--- src/rtl/move_scheduler.sv ---
// -----------------------------------------------------------------------------
// move_scheduler
//
// Bridges the SPI receiver, the debounced gravity clock and game_executioner.
// Incoming SPI move bytes are queued in a small FIFO. The gravity-tick level
// becomes a single coalesced pending request. One operation at a time is
// handed to the executioner through a start pulse / ready handshake. The SPI
// receiver is cleared after every capture, whether the byte was queued or
// dropped.
//
// Ports
//   clk                 system clock (HSOSC domain)
//   reset_n             asynchronous active-low reset
//   spi_data_valid      level from spi, stays high until cleared
//   spi_data[7:0]       [1:0] move, [4:2] piece select, [5] move valid,
//                       [7:6] unused
//   spi_clear           one-cycle pulse back to spi.clear
//   gravity_tick        debounced game-clock level; each rising edge is one
//                       gravity request
//   exec_ready          executioner idle
//   exec_move_start     one-cycle move start pulse
//   exec_move           move command, held until the next move issue
//   exec_move_valid     held with exec_move
//   exec_piece_sel      held with exec_move
//   exec_gravity_start  one-cycle gravity step pulse
//   fifo_count          current FIFO occupancy
//   dropped_count       saturating count of bytes lost to a full FIFO
//
// All outputs come straight from flops.
// -----------------------------------------------------------------------------
module move_scheduler #(
    parameter int FIFO_DEPTH        = 4,
    parameter int GRAVITY_MAX_DEFER = 3
) (
    input  logic                              clk,
    input  logic                              reset_n,
    input  logic                              spi_data_valid,
    input  logic [7:0]                        spi_data,
    output logic                              spi_clear,
    input  logic                              gravity_tick,
    input  logic                              exec_ready,
    output logic                              exec_move_start,
    output logic [1:0]                        exec_move,
    output logic                              exec_move_valid,
    output logic [2:0]                        exec_piece_sel,
    output logic                              exec_gravity_start,
    output logic [$clog2(FIFO_DEPTH+1)-1:0]   fifo_count,
    output logic [7:0]                        dropped_count
);

    localparam int AW = (FIFO_DEPTH < 2) ? 1 : $clog2(FIFO_DEPTH);
    localparam int CW = $clog2(FIFO_DEPTH + 1);
    // Defer counter must be able to hold GRAVITY_MAX_DEFER itself.
    localparam int DW = (GRAVITY_MAX_DEFER < 1) ? 1 : $clog2(GRAVITY_MAX_DEFER + 1);

    typedef enum logic [1:0] {
        ST_IDLE  = 2'd0,
        ST_GUARD = 2'd1,
        ST_BUSY  = 2'd2
    } state_t;

    // Edge detection history
    logic          spi_prev_r;
    logic          grav_prev_r;
    logic          spi_edge_s;
    logic          grav_edge_s;

    // FIFO storage and bookkeeping
    logic [5:0]    mem_r [FIFO_DEPTH];
    logic [AW-1:0] wr_ptr_r;
    logic [AW-1:0] rd_ptr_r;
    logic [CW-1:0] count_r;
    logic          fifo_full_s;
    logic          fifo_empty_s;
    logic          push_s;
    logic          drop_s;
    logic [5:0]    head_s;

    // Gravity request tracking
    logic          grav_pending_r;
    logic [DW-1:0] defer_cnt_r;
    logic          defer_at_max_s;

    // Arbitration / FSM
    state_t        state_r;
    state_t        state_nxt_s;
    logic          issue_move_s;
    logic          issue_grav_s;

    // Output registers
    logic          clear_r;
    logic          move_start_r;
    logic          grav_start_r;
    logic [1:0]    move_r;
    logic          move_valid_r;
    logic [2:0]    piece_sel_r;
    logic [7:0]    drop_cnt_r;

    // The two top SPI bits carry nothing for this block.
    logic          unused_s;
    assign unused_s = ^spi_data[7:6];

    // Edge detects and FIFO status decode.
    always_comb begin
        spi_edge_s     = spi_data_valid & ~spi_prev_r;
        grav_edge_s    = gravity_tick & ~grav_prev_r;
        fifo_full_s    = (count_r == CW'(FIFO_DEPTH));
        fifo_empty_s   = (count_r == {CW{1'b0}});
        // Fullness is judged before any pop of this cycle, so a push into a
        // full FIFO is dropped even if the head leaves at the same edge.
        push_s         = spi_edge_s & ~fifo_full_s;
        drop_s         = spi_edge_s & fifo_full_s;
        head_s         = mem_r[rd_ptr_r];
        defer_at_max_s = (defer_cnt_r >= DW'(GRAVITY_MAX_DEFER));
    end

    // Next-state and issue selection for the executioner handshake.
    always_comb begin
        state_nxt_s  = state_r;
        issue_move_s = 1'b0;
        issue_grav_s = 1'b0;
        case (state_r)
            ST_IDLE: begin
                if (exec_ready) begin
                    // Gravity goes first when nothing else is waiting or
                    // when it has already been passed over often enough.
                    if (grav_pending_r && (fifo_empty_s || defer_at_max_s)) begin
                        issue_grav_s = 1'b1;
                        state_nxt_s  = ST_GUARD;
                    end else if (!fifo_empty_s) begin
                        issue_move_s = 1'b1;
                        state_nxt_s  = ST_GUARD;
                    end else begin
                        state_nxt_s  = ST_IDLE;
                    end
                end else begin
                    state_nxt_s = ST_IDLE;
                end
            end
            ST_GUARD: begin
                // exec_ready may still show the pre-start value here.
                state_nxt_s = ST_BUSY;
            end
            ST_BUSY: begin
                if (exec_ready) begin
                    state_nxt_s = ST_IDLE;
                end else begin
                    state_nxt_s = ST_BUSY;
                end
            end
            default: begin
                state_nxt_s = ST_IDLE;
            end
        endcase
    end

    // FSM state register.
    always_ff @(posedge clk or negedge reset_n) begin
        if (!reset_n) begin
            state_r <= ST_IDLE;
        end else begin
            state_r <= state_nxt_s;
        end
    end

    // Input history for edge detection.
    always_ff @(posedge clk or negedge reset_n) begin
        if (!reset_n) begin
            spi_prev_r  <= 1'b0;
            grav_prev_r <= 1'b0;
        end else begin
            spi_prev_r  <= spi_data_valid;
            grav_prev_r <= gravity_tick;
        end
    end

    // FIFO storage, pointers and occupancy.
    always_ff @(posedge clk or negedge reset_n) begin
        if (!reset_n) begin
            for (int i = 0; i < FIFO_DEPTH; i++) begin
                mem_r[i] <= 6'd0;
            end
            wr_ptr_r <= {AW{1'b0}};
            rd_ptr_r <= {AW{1'b0}};
            count_r  <= {CW{1'b0}};
        end else begin
            if (push_s) begin
                mem_r[wr_ptr_r] <= spi_data[5:0];
                // Depth is a power of two, so pointers wrap on overflow.
                wr_ptr_r        <= wr_ptr_r + AW'(1);
            end
            if (issue_move_s) begin
                rd_ptr_r <= rd_ptr_r + AW'(1);
            end
            case ({push_s, issue_move_s})
                2'b10:   count_r <= count_r + CW'(1);
                2'b01:   count_r <= count_r - CW'(1);
                default: count_r <= count_r;
            endcase
        end
    end

    // Pending gravity request and the count of moves that jumped ahead of it.
    always_ff @(posedge clk or negedge reset_n) begin
        if (!reset_n) begin
            grav_pending_r <= 1'b0;
            defer_cnt_r    <= {DW{1'b0}};
        end else begin
            // An edge landing on the issuing cycle re-arms the request.
            grav_pending_r <= grav_edge_s | (grav_pending_r & ~issue_grav_s);
            if (issue_grav_s) begin
                defer_cnt_r <= {DW{1'b0}};
            end else if (issue_move_s && grav_pending_r) begin
                defer_cnt_r <= defer_cnt_r + DW'(1);
            end else begin
                defer_cnt_r <= defer_cnt_r;
            end
        end
    end

    // Registered handshake pulses and held move fields.
    always_ff @(posedge clk or negedge reset_n) begin
        if (!reset_n) begin
            clear_r      <= 1'b0;
            move_start_r <= 1'b0;
            grav_start_r <= 1'b0;
            move_r       <= 2'd0;
            move_valid_r <= 1'b0;
            piece_sel_r  <= 3'd0;
        end else begin
            clear_r      <= spi_edge_s;
            move_start_r <= issue_move_s;
            grav_start_r <= issue_grav_s;
            if (issue_move_s) begin
                move_r       <= head_s[1:0];
                piece_sel_r  <= head_s[4:2];
                move_valid_r <= head_s[5];
            end
        end
    end

    // Saturating count of bytes lost to a full FIFO.
    always_ff @(posedge clk or negedge reset_n) begin
        if (!reset_n) begin
            drop_cnt_r <= 8'd0;
        end else if (drop_s && (drop_cnt_r != 8'hFF)) begin
            drop_cnt_r <= drop_cnt_r + 8'd1;
        end else begin
            drop_cnt_r <= drop_cnt_r;
        end
    end

    assign spi_clear          = clear_r;
    assign exec_move_start    = move_start_r;
    assign exec_gravity_start = grav_start_r;
    assign exec_move          = move_r;
    assign exec_move_valid    = move_valid_r;
    assign exec_piece_sel     = piece_sel_r;
    assign fifo_count         = count_r;
    assign dropped_count      = drop_cnt_r;

endmodule

--- config.mk ---
export PLATFORM = sky130hd
export DESIGN_NAME = move_scheduler
export DESIGN_NICKNAME = d
export VERILOG_FILES = /design/src/rtl/move_scheduler.sv
export SDC_FILE = /design/constraint.sdc
export NUM_CORES = 1
export LEC_CHECK = 0
export CAP_MARGIN = 10
export CORE_MARGIN = 8
export CORE_UTILIZATION = 30
export CTS_BUF_LIST = sky130_fd_sc_hd__clkbuf_8
export CTS_CLUSTER_SIZE = 12
export DETAILED_ROUTE_END_ITERATION = 10
export DONT_BUFFER_PORTS = 1
export HOLD_SLACK_MARGIN = 0.12
export PLACE_DENSITY = 0.46
export SYNTH_ARGS = -nofsm -noshare
export SYNTH_HDL_FRONTEND = slang
export SYNTH_SLANG_ARGS = --single-unit
export TNS_END_PERCENT = 20
--- constraint.sdc ---
create_clock -name clk -period 5.9 [get_ports clk]
set_input_delay 0.295 -clock clk [delete_from_list [all_inputs] [get_ports clk]]
set_output_delay 0.295 -clock clk [all_outputs]
set_load 0.02 [all_outputs]
After elaboration in Yosys (flattened, before gate mapping)
Index checks and enable logic that the tools add are counted.

Logic and storage cells: 77. Register bits: 55.

Bitwise logic cells: 12. Muxes and demuxes: 21. Add/subtract/negate cells: 6. Equality and inequality tests: 6. Order comparisons: 4. Reduce and logical (&&, ||, !) cells: 9.

Operator list (count): bitwise mux 24 bit (1); two-way mux 6 bit (3); binary-select mux 6 bit (select 2 bit) (1); demux 6 bit (select 2 bit) (1); two-way mux 1 bit (9); adder 8 x 1 -> 8 bit, second input constant (1); two-way mux 2 bit (4); inequality test 8 bit, second input constant (1); adder 2 x 1 -> 2 bit, second input constant (3); greater-or-equal comparator 3 bit, second input constant (2); inverter 2 -> 3 bit (2); case mux 2 bit (3 select lines) (1); case mux 3 bit (2 select lines) (1); AND 1 bit (5); equality test 2 x 1 -> 1 bit, second input constant (2); equality test 2 bit, second input constant (2); logical AND 1 bit (4); inverter 1 bit (4); nonzero test 2 bit (2); adder 3 x 1 -> 3 bit, second input constant (1); equality test 3 bit, second input constant (1); zero test 3 bit (1); less-than comparator 3 x 1 -> 1 bit, second input constant (1); subtractor 3 x 1 -> 3 bit, second input constant (1); other kinds (4) (4).

Depth between registers and ports, before layout
Gate-level depths: netlist of the first run.

Depth in word-level cells: 9. Mapped depth: 9. Mapped depth without buffers: 9.

Least setup slack after synthesis of the first run
Ideal clock, no wire load.

Path type: register to register. Start: register count_r[1] (netlist: fifo_count[1]). End: register count_r[2] (netlist: fifo_count[2]). Arrival: 2.097 ns. Path buffers: 0. Library setup time: 0.134 ns. Data required time: 5.766 ns. Path slack: 3.669 ns. Stages on the path, launching flop included: 9. Path through: dfrtp_1 > or3_4 > nand3_2 > inv_1 > ha_1 > fa_1 > xnor2_1 > nor2_1 > xor2_1.

Cells in the longest elaborated chain, start to end: 8. Elaborated cells on any way between the ends: 16. Classes of those cells: add/sub (2); eq/ne (3); mux (5); bitwise (2); reduce/logical (4).

Ends and longest elaborated chain: start, declared (RTL line 72) `logic [CW-1:0] count_r;`; start signal, assigned (RTL line 185) `count_r <= {CW{1'b0}};`; start signal, assigned (RTL line 196) `2'b10: count_r <= count_r + CW'(1);`; start signal, assigned (RTL line 197) `2'b01: count_r <= count_r - CW'(1);`; zero test 3 bit * (RTL line 108) `fifo_empty_s = (count_r == {CW{1'b0}});`; logical OR 1 bit (RTL line 127) `if (grav_pending_r && (fifo_empty_s || defer_at_max_s)) begin`; logical AND 1 bit (RTL line 127); two-way mux 1 bit * (RTL line 127); two-way mux 1 bit * (RTL line 124) `if (exec_ready) begin`; two-way mux 1 bit * (RTL line 122) `case (state_r)`; named net issue_move_s (RTL line 87) `logic issue_move_s;`; equality test 2 x 1 -> 1 bit / equality test 2 bit (equally long branches) (RTL line 195) `case ({push_s, issue_move_s})`; case mux 3 bit (2 select lines) / nonzero test 2 bit (equally long branches).

The timed path passes the listed nets; every way through them passes the cells marked *. A chain may end at the register's enable or synchronous reset.

Final worst setup path of the first run
Start: register count_r[0] (netlist: fifo_count[0]). End: register count_r[2] (netlist: fifo_count[2]).

Cells in the longest elaborated chain, start to end: 8. Elaborated cells on any way between the ends: 16. Classes of those cells: add/sub (2); eq/ne (3); mux (5); bitwise (2); reduce/logical (4).

Ends and longest elaborated chain (RTL line): zero test 3 bit (108); logical OR 1 bit (127); logical AND 1 bit (127); two-way mux 1 bit (127); two-way mux 1 bit (124); two-way mux 1 bit (122); equality test 2 x 1 -> 1 bit / equality test 2 bit (equally long branches) (195); case mux 3 bit (2 select lines) / nonzero test 2 bit (equally long branches).

Parallel ways exist; a longest one is shown, timed or not.

==> results of run 1 <==
-- area by class of cell --
type                            count  area, um^2  area share [%]
Clock inverter                      2        35.0            1.19
Clock buffer                        6        82.6            2.81
Inverter                            6        22.5           0.767
Timing Repair Buffer                9         108            3.67
Tap cell                          108         135            4.60
Sequential cell                    55        1380            46.9
Multi-Input combinational cell    108        1180            40.1
-- kinds of logic (layout without fill, tap and decap cells) --
| kind of cell | count (synthesis) | after routing | synth area share [%] |
|---|---|---|---|
| xor+xnor | 11 | 11 | 3.70 |
| simple gates | 38 | 38 | 11.4 |
| fa+ha+maj | 8 | 8 | 4.13 |
| mux | 40 | 40 | 23.5 |
| buf+inv | 9 | 23 | 2.06 |
| compound gates | 11 | 11 | 2.45 |
| flops | 55 | 55 | 52.8 |
-- worst max-delay path, delay by kind of cell, from the launching register on --
family	cells	cell delay, ns
AND/OR/NAND/NOR	3	0.95
adder cells (fa/ha/maj)	2	0.68
flip-flops	1	0.63
XOR/XNOR	2	0.32
buffers and inverters	1	0.11
-- flip-flops by register name, summed over array words and instances (netlist names) --
name / count
exec_piece_sel: 3
fifo_count: 3
grav_pending_r: 1
grav_prev_r: 1
dropped_count: 8
spi_prev_r: 1
exec_move: 2
rd_ptr_r: 2
wr_ptr_r: 2
exec_gravity_start: 1
defer_cnt_r: 2
mem_r: 24
spi_clear: 1
exec_move_valid: 1
exec_move_start: 1
state_r: 2
-- cells in the final DEF (no fill, tap or decap), types with 2 or more instances in the layout --
cell type	n
mux2_2	9
o21ai_0	5
nand4_1	3
xor2_1	4
dfrtp_1	55
mux2_4	25
nor3_1	3
xnor2_1	7
nand3_2	2
nand2_8	4
nand3_1	3
ha_1	7
clkbuf_8	6
mux4_2	6
inv_1	6
nor2_1	6
dlygate4sd3_1	8
a21oi_1	3
nand2_1	8
-- worst max-delay path by stage --
stage | startpoint | endpoint | slack, ns | cells past startpoint
floorplan | fifo_count[1] | fifo_count[2] | 3.67 | 8
global placement | fifo_count[2] | fifo_count[2] | 3.18 | 8
detailed placement | fifo_count[0] | fifo_count[2] | 3.07 | 8
CTS | fifo_count[0] | fifo_count[2] | 3.05 | 8
global route | fifo_count[0] | fifo_count[2] | 2.90 | 8
finish | fifo_count[0] | fifo_count[2] | 3.09 | 8
-- repair_timing --
action,4_1_cts,5_1_grt
hold endpoints to repair,57,9
endpoints found under the setup margin,0,0
hold buffers,4,5
-- through the flow --
step	std cells	hold slack, ns	area (um^2)	utilization [%]
after floorplan	172	-0.000591	2610	-
after global placement	277	0.00173	2710	31.5
after detailed placement	277	0.00169	2710	31.5
after CTS	289	0.120	2890	33.6
after global routing	294	0.121	2940	34.2
final	294	0.133	2940	34.2
-- per-layer routing --
metal  track usage (%)  routed length, um  vias up  share of wire [%]
li1                  -                  -      633                  -
met1              9.94               2100      714                 41
met2              15.9               2640       25                 52
met3              3.43                314        6                6.1
met4              2.70                 62        0                1.2
met5                 0                  0        -                  0
-- power by group --
| group | leakage (nW) | internal (mW) | total [mW] | switching [mW] |
|---|---|---|---|---|
| clock | 0.0612 | 0.138 | 0.260 | 0.122 |
| combinational | 0.604 | 0.323 | 0.515 | 0.193 |
| sequential | 0.676 | 0.537 | 0.746 | 0.209 |
==> run_results.csv, run 1 <==
group,metric,value,unit
status,outcome,"completed",
yosys,synth_seq_area_share,52.8,%
power_and_ir_drop,ir_drop,0.192,mV
cts,cts.path.max_buffers,2,
timing,fin_skew,0.00750,ns
yosys,ys.flop_type,"dfrtp_1",
placed_design,gp_congestion,0.714,
yosys,synth_cell_types,33,
global_routing,grt_max_degree,56,
cts,postCtsSetupBuffers,0,
floorplan,core_area,8590,um^2
hold_path,min_delay_worst_endpoint,"mem_r[15]",
cts,cts_num_sinks,55,
timing,final-hold-violation-count,0,
floorplan,fp.dieH,109,um
setup_path,max_stage_delay,0.77,ns
timing,max_slew_margin,36.0,%
cts,cts-root-buf,"clkbuf_8",
route,drc,0,
timing,fmax,356,MHz
hold_path,worstHoldStart,"spi_data[3]",
cts,cts_buffers,5,
yosys,yosysMostFrequentCell,"dfrtp_1",
placed_design,hpwl,3.54,mm
yosys,netlist_area,2610,um^2
floorplan,rows,34,
floorplan,design.die.area,11900,um^2
cts,cts_tree,"done",
hold_path,whs_path_depth,1,
global_routing,grt_usage,9.04,%
final_layout,area_growth,12.6,%
final_layout,final_nets,206,
setup_path,cp-start-kind,"flop",
yosys,synth.area.top_cells,"dfrtp_1 (53%), mux2_4 (14%), mux4_2 (5.2%), mux2_2 (3.9%), ha_1 (3.4%)",
route,routed_wirelength,5.12,mm
cts,path_clk_slew,0.10,ns
route,wire_per_inst,17.4,um
setup_path,r2r_slack,3.09,ns
route,routed-via-count,1378,
floorplan,io_pins,33,
final_layout,n_fill_cell,833,
power_and_ir_drop,power.total,1.52,mW
cts,cts_resized,0,
setup_path,reg2regPathDepth,8,
setup_path,arrival,3.00,ns
setup_path,end_kind,"flop",
global_routing,antenna_found_initial,0,
yosys,synth.top_cell.area_share,52.8,%
setup_path,worst_r2r_endpoint,"fifo_count[2]",
setup_path,crit_chain,"nor3b_4 -> nor2b_2 -> inv_1 -> ha_1 -> fa_1 -> xnor2_1 -> nor2_1 -> xor2_1",
yosys,yosysTopAreaCell,"dfrtp_1",
cts,worstSkewPairLatency,0.30,ns
route,drt_iter0_drc,37,
final_layout,num_antenna_cells,0,
setup_path,r2r-start,"fifo_count[0]",
cts,htree_num_levels,2,
job,cap_violations,0,
yosys,synth_edf_count,0,
yosys,syn_avg_cell_area,15.2,um^2
yosys,netlist_instances,172,
hold_path,hold_path_class,"input port to flop",
timing,setup_viol,0,
timing,rsz0062_at_grt,"false",
timing,fin_crit,2.81,ns
setup_path,crit_fanout,8,
global_routing,grt_pass1_wl,8.29,mm
setup_path,cp.required,6.08,ns
yosys,synth_seq_cells,55,
timing,tns,0,ns
timing,fin_crit_sh,47.7,%
timing,fin_ws,3.09,ns
timing,drv_slew,0,
route,antenna_left,0,
floorplan,die_w,109,um
global_routing,grt_pass1_vias,1542,
power_and_ir_drop,p_per_area,518,nW/um^2
final_layout,drive_gt1_share,33.9,%
setup_path,crit_type,"flop to flop",
yosys,ys_async_sr_fraction,100,%
placed_design,portBuffers,0,
setup_path,critical_path.slowest_cell,"nor2b_2",
floorplan,start_util,30.3,%
route,dr.pass1.iters,3,
power_and_ir_drop,p_leak,1.34,nW
global_routing,grt_overflow,0,
timing,worstMarginPinSlew,0.955,ns
placed_design,dp_slack,3.07,ns
yosys,yosys_warnings,0,
yosys,netlist_top_cells_count,"dfrtp_1 (55), mux2_4 (25), mux2_2 (9), nand2_1 (8)",
yosys,synthesis.nets,193,
route,viasPerCell,4.69,
Power figures use the tool's default switching activity.
==> inputs of run 2 (changes only) <==
==> constraint.sdc (replaced) <==
create_clock -name clk -period 2.85 [get_ports clk]
set_input_delay 0.1425 -clock clk [delete_from_list [all_inputs] [get_ports clk]]
set_output_delay 0.1425 -clock clk [all_outputs]
set_load 0.02 [all_outputs]
==> run_results.csv, run 2 (synthesis gave the netlist of run 1 again) <==
group,metric,value,unit
status,outcome,"completed",
placed_design,portBuffers,0,
final_layout,mostFrequentLayoutCells,"dfrtp_1 (55), mux2_4 (25), dlygate4sd3_1 (10), mux2_2 (9), nand2_1 (8)",
setup_path,crit_chain,"dlygate4sd3_1 -> nor2b_4 -> nor2b_2 -> inv_1 -> ha_1 -> fa_1 -> xnor2_1 -> nor2_1 -> xor2_1",
floorplan,rows,34,
route,drt_iter0_drc,24,
setup_path,crit_type,"input port to flop",
route,antenna_left,0,
setup_path,path_buf_inv,2,
cts,worstSkewPairLatency,0.31,ns
cts,cts.path.max_buffers,2,
timing,fin_crit_sh,92.3,%
global_routing,antenna_found_initial,0,
hold_path,hold_path_class,"input port to asynchronous set/reset pin",
route,drc,0,
setup_path,max_stage_delay,0.79,ns
global_routing,grt_max_degree,56,
global_routing,grt_overflow,0,
timing,rsz0062_at_grt,"false",
setup_path,cp_top_family,"simple AND/OR/NAND/NOR gates",
route,wire_per_inst,16.8,um
setup_path,crit_fanout,8,
floorplan,io_pins,33,
placed_design,gp_congestion,0.695,
cts,cts-root-buf,"clkbuf_8",
power_and_ir_drop,p_leak,1.35,nW
final_layout,largest_reg_flops,24,
timing,tns,0,ns
cts,cts_tree,"done",
global_routing,grt_pass1_wl,8.36,mm
global_routing,grt_usage,9.21,%
timing,final-hold-violation-count,0,
final_layout,area_growth,13.2,%
final_layout,top_register,"mem_r",
timing,worstMarginPinSlew,0.949,ns
route,dr.pass1.iters,4,
timing,drv_slew,0,
power_and_ir_drop,power.total,3.06,mW
timing,fmax,380,MHz
final_layout,num_antenna_cells,0,
timing,fin_crit,2.63,ns
final_layout,n_fill_cell,836,
timing,max_slew_margin,36.5,%
floorplan,start_util,30.3,%
final_layout,multi_input_area,1180,um^2
floorplan,fp.dieH,109,um
final_layout,final_nets,211,
setup_path,cp-start-kind,"input port",
cts,postCtsSetupBuffers,0,
power_and_ir_drop,ir_drop,0.325,mV
route,viasPerCell,4.57,
cts,path_clk_slew,0.10,ns
floorplan,core_area,8590,um^2
setup_path,cp.required,3.08,ns
route,routed_wirelength,5.02,mm
final_layout,layout_commonest_cell,"dfrtp_1",
floorplan,design.die.area,11900,um^2
power_and_ir_drop,p_per_area,1040,nW/um^2
cts,cts_buffers,5,
floorplan,die_w,109,um
final_layout,regArea,1380,um^2
final_layout,drive_gt1_share,34.0,%
setup_path,arrival,2.86,ns
cts,htree_num_levels,2,
timing,setup_viol,0,
placed_design,hpwl,3.53,mm
global_routing,grt_pass1_vias,1589,
cts,cts_num_sinks,55,
route,routed-via-count,1366,
timing,fin_skew,0.00847,ns
setup_path,end_kind,"flop",
job,cap_violations,0,
setup_path,critical_path.slowest_cell,"nor2b_2",
## run 2: final timing paths
| kind | from | endpoint | slack [ns] | cells after the start |
|---|---|---|---|---|
| hold / removal | reset_n | mem_r[18] | 0.35 | 2 |
| setup / recovery | spi_data_valid | fifo_count[2] | 0.22 | 9 |
| min in group clk | gravity_tick | grav_prev_r | 0.42 | 1 |
| max in group asynchronous | reset_n | dropped_count[4] | 2.27 | 2 |
| hold reg to reg | grav_prev_r | grav_pending_r | 0.47 | 1 |
| setup reg to reg | spi_prev_r | fifo_count[2] | 0.25 | 8 |
## run 2: metrics by stage
stage	area, um^2	cells	worst slack, ns	hold slack [ns]	util (%)
CTS	2950	299	0.170	0.351	34.3
global route	2950	299	0.0368	0.349	34.3
finish	2950	299	0.221	0.349	34.3
global placement	2730	280	0.297	-0.150	31.8
detailed placement	2730	280	0.226	-0.150	31.8
floorplan	2610	172	0.619	-0.153	-
## run 2: what timing repair did
action / 4_1_cts / 5_1_grt
gates resized for setup: 0 / 0
hold buffers: 11 / 0
hold endpoints to repair: 85 / 0
## run 2: cell type report
type | instances | area share, %
Clock buffer | 5 | 2.33
Clock inverter | 3 | 0.679
Inverter | 6 | 0.764
Multi-Input combinational cell | 108 | 39.9
Sequential cell | 55 | 46.7
Tap cell | 108 | 4.58
Timing Repair Buffer | 14 | 5.09
## run 2: layer usage
metal	global-route usage, %	vias to the layer above	wire (um)
met3	3.07	7	292
li1	-	638	-
met1	10.4	693	2070
met4	3.18	0	64
met5	0	-	0
met2	15.9	28	2600
## run 2: report_power, final
group          total [mW]  switching, mW  internal, mW
sequential           1.49          0.376          1.11
combinational        1.14          0.446         0.694
clock               0.435          0.261         0.174
total                3.06           1.08          1.98
==> inputs of run 3 (changes only) <==
--- a/config.mk
+++ b/config.mk
@@ -6,6 +6,7 @@
 export NUM_CORES = 1
 export LEC_CHECK = 0
 export CAP_MARGIN = 10
+export CORE_ASPECT_RATIO = 0.75
 export CORE_MARGIN = 8
 export CORE_UTILIZATION = 30
 export CTS_BUF_LIST = sky130_fd_sc_hd__clkbuf_8
==> run_results.csv, run 3 (synthesis gave the netlist of run 1 again) <==
group,metric,value,unit
route,viasPerCell,4.67,
global_routing,antenna_found_initial,0,
cts,path_clk_slew,0.11,ns
final_layout,layout_commonest_cell,"dfrtp_1",
cts,cts_num_sinks,55,
timing,max_slew_margin,63.5,%
power_and_ir_drop,swShare,36.0,%
cts,cts_resized,0,
timing,drv_slew,0,
global_routing,grt_usage,9.18,%
timing,fmax,421,MHz
setup_path,arrival,2.57,ns
power_and_ir_drop,pwr-share-comb,36.3,%
cts,cts-root-buf,"clkbuf_8",
final_layout,num_antenna_cells,0,
cts,cts_tree,"done",
timing,worstMarginPinSlew,0.547,ns
setup_path,critical_path.slowest_cell,"dfrtp_1",
timing,fin_skew,0.0111,ns
power_and_ir_drop,pwr-share-seq,48.7,%
status,outcome,"completed",
floorplan,design.die.area,12000,um^2
timing,fin_crit,2.37,ns
global_routing,grt_overflow,0,
job,cap_violations,0,
floorplan,core_area,8450,um^2
power_and_ir_drop,ir_drop,0.332,mV
cts,ctsHoldBuffers,11,
setup_path,cp.required,3.04,ns
hold_path,hold_path_class,"input port to asynchronous set/reset pin",
final_layout,regArea,1380,um^2
timing,final-hold-violation-count,0,
placed_design,post_dp_cell_area,2730,um^2
cts,htree_num_levels,2,
setup_path,crit_fanout,8,
final_layout,final_nets,211,
route,drt_iter0_drc,61,
setup_path,cp-start-kind,"flop",
final_layout,top_register,"mem_r",
route,routed-via-count,1395,
setup_path,end_kind,"flop",
final_layout,area_growth,13.3,%
route,drc,0,
final_layout,n_fill_cell,807,
floorplan,start_util,30.8,%
cts,postCtsSetupBuffers,0,
final_layout,largest_reg_flops,24,
route,antenna_left,0,
global_routing,grt_pass1_vias,1524,
global_routing,grt_max_degree,56,
power_and_ir_drop,intPower,1.98,mW
floorplan,rows,29,
cts,cts.path.max_buffers,2,
timing,fin_crit_sh,83.3,%
floorplan,die_w,124,um
placed_design,portBuffers,0,
setup_path,max_stage_delay,0.53,ns
floorplan,io_pins,33,
power_and_ir_drop,p_per_area,1040,nW/um^2
setup_path,crit_chain,"or3_4 -> nand3_2 -> inv_1 -> ha_1 -> fa_1 -> xnor2_1 -> nor2_1 -> xor2_1",
route,dr.pass1.iters,4,
cts,worstSkewPairLatency,0.31,ns
final_layout,fin_area,2950,um^2
timing,rsz0062_at_grt,"false",
power_and_ir_drop,p_leak,1.35,nW
route,routed_wirelength,5.16,mm
global_routing,grt_pass1_wl,8.57,mm
setup_path,cp_top_family,"simple AND/OR/NAND/NOR gates",
setup_path,path_buf_inv,1,
placed_design,hpwl,3.59,mm
setup_path,crit_type,"flop to flop",
floorplan,fp.dieH,96.7,um
final_layout,multi_input_area,1180,um^2
final_layout,drive_gt1_share,34.6,%
final_layout,mostFrequentLayoutCells,"dfrtp_1 (55), mux2_4 (25), dlygate4sd3_1 (10), mux2_2 (9), nand2_1 (8)",
power_and_ir_drop,pwr-share-clk,14.9,%
route,wire_per_inst,17.2,um
cts,cts_buffers,5,
timing,setup_viol,0,
placed_design,gp_congestion,0.745,
power_and_ir_drop,power.switching,1.11,mW
timing,tns,0,ns
[run 3: power by group through the flow]
stage / Combinational [mW] / Clock [mW] / Sequential [mW]
after floorplan: 0.953 / 0 / 1.42
after global placement: 1.05 / 0 / 1.49
after detailed placement: 1.10 / 0 / 1.53
after CTS: 1.14 / 0.476 / 1.52
after global routing: 1.22 / 0.507 / 1.56
final: 1.12 / 0.460 / 1.50
[run 3: final cells by class]
class,instances,area share [%]
Timing Repair Buffer,14,5.08
Sequential cell,55,46.6
Multi-Input combinational cell,108,39.8
Clock buffer,5,2.33
Inverter,6,0.762
Tap cell,108,4.57
Clock inverter,3,0.847
[run 3: routing by layer]
layer | global-route usage [%] | share of wire (%) | wire length [um]
met1 | 11.9 | 46 | 2360
met2 | 14.5 | 50 | 2600
met3 | 2.56 | 3.0 | 157
met4 | 2.49 | 0.78 | 40
met5 | 0 | 0 | 0
[run 3: worst paths after layout]
kind,slack [ns],to,depth (start not counted),startpoint
setup / recovery,0.48,fifo_count[2],8,fifo_count[2]
hold / removal,0.36,mem_r[5],2,reset_n
setup reg to reg,0.48,fifo_count[2],8,fifo_count[2]
hold reg to reg,0.43,grav_pending_r,1,grav_prev_r
max in group asynchronous,2.25,mem_r[16],2,reset_n
min in group clk,0.41,grav_prev_r,1,gravity_tick
[run 3: through the flow]
stage / cells / power (mW) / hold WS [ns] / utilization (%) / worst slack (ns)
5_1_grt: 299 / 3.29 / 0.377 / 34.9 / 0.347
6_report: 299 / 3.09 / 0.363 / 34.9 / 0.476
3_3_place_gp: 280 / 2.54 / -0.151 / 32.3 / 0.508
3_5_place_dp: 280 / 2.63 / -0.151 / 32.3 / 0.444
2_1_floorplan: 172 / 2.38 / -0.153 / - / 0.619
4_1_cts: 299 / 3.13 / 0.370 / 34.9 / 0.423
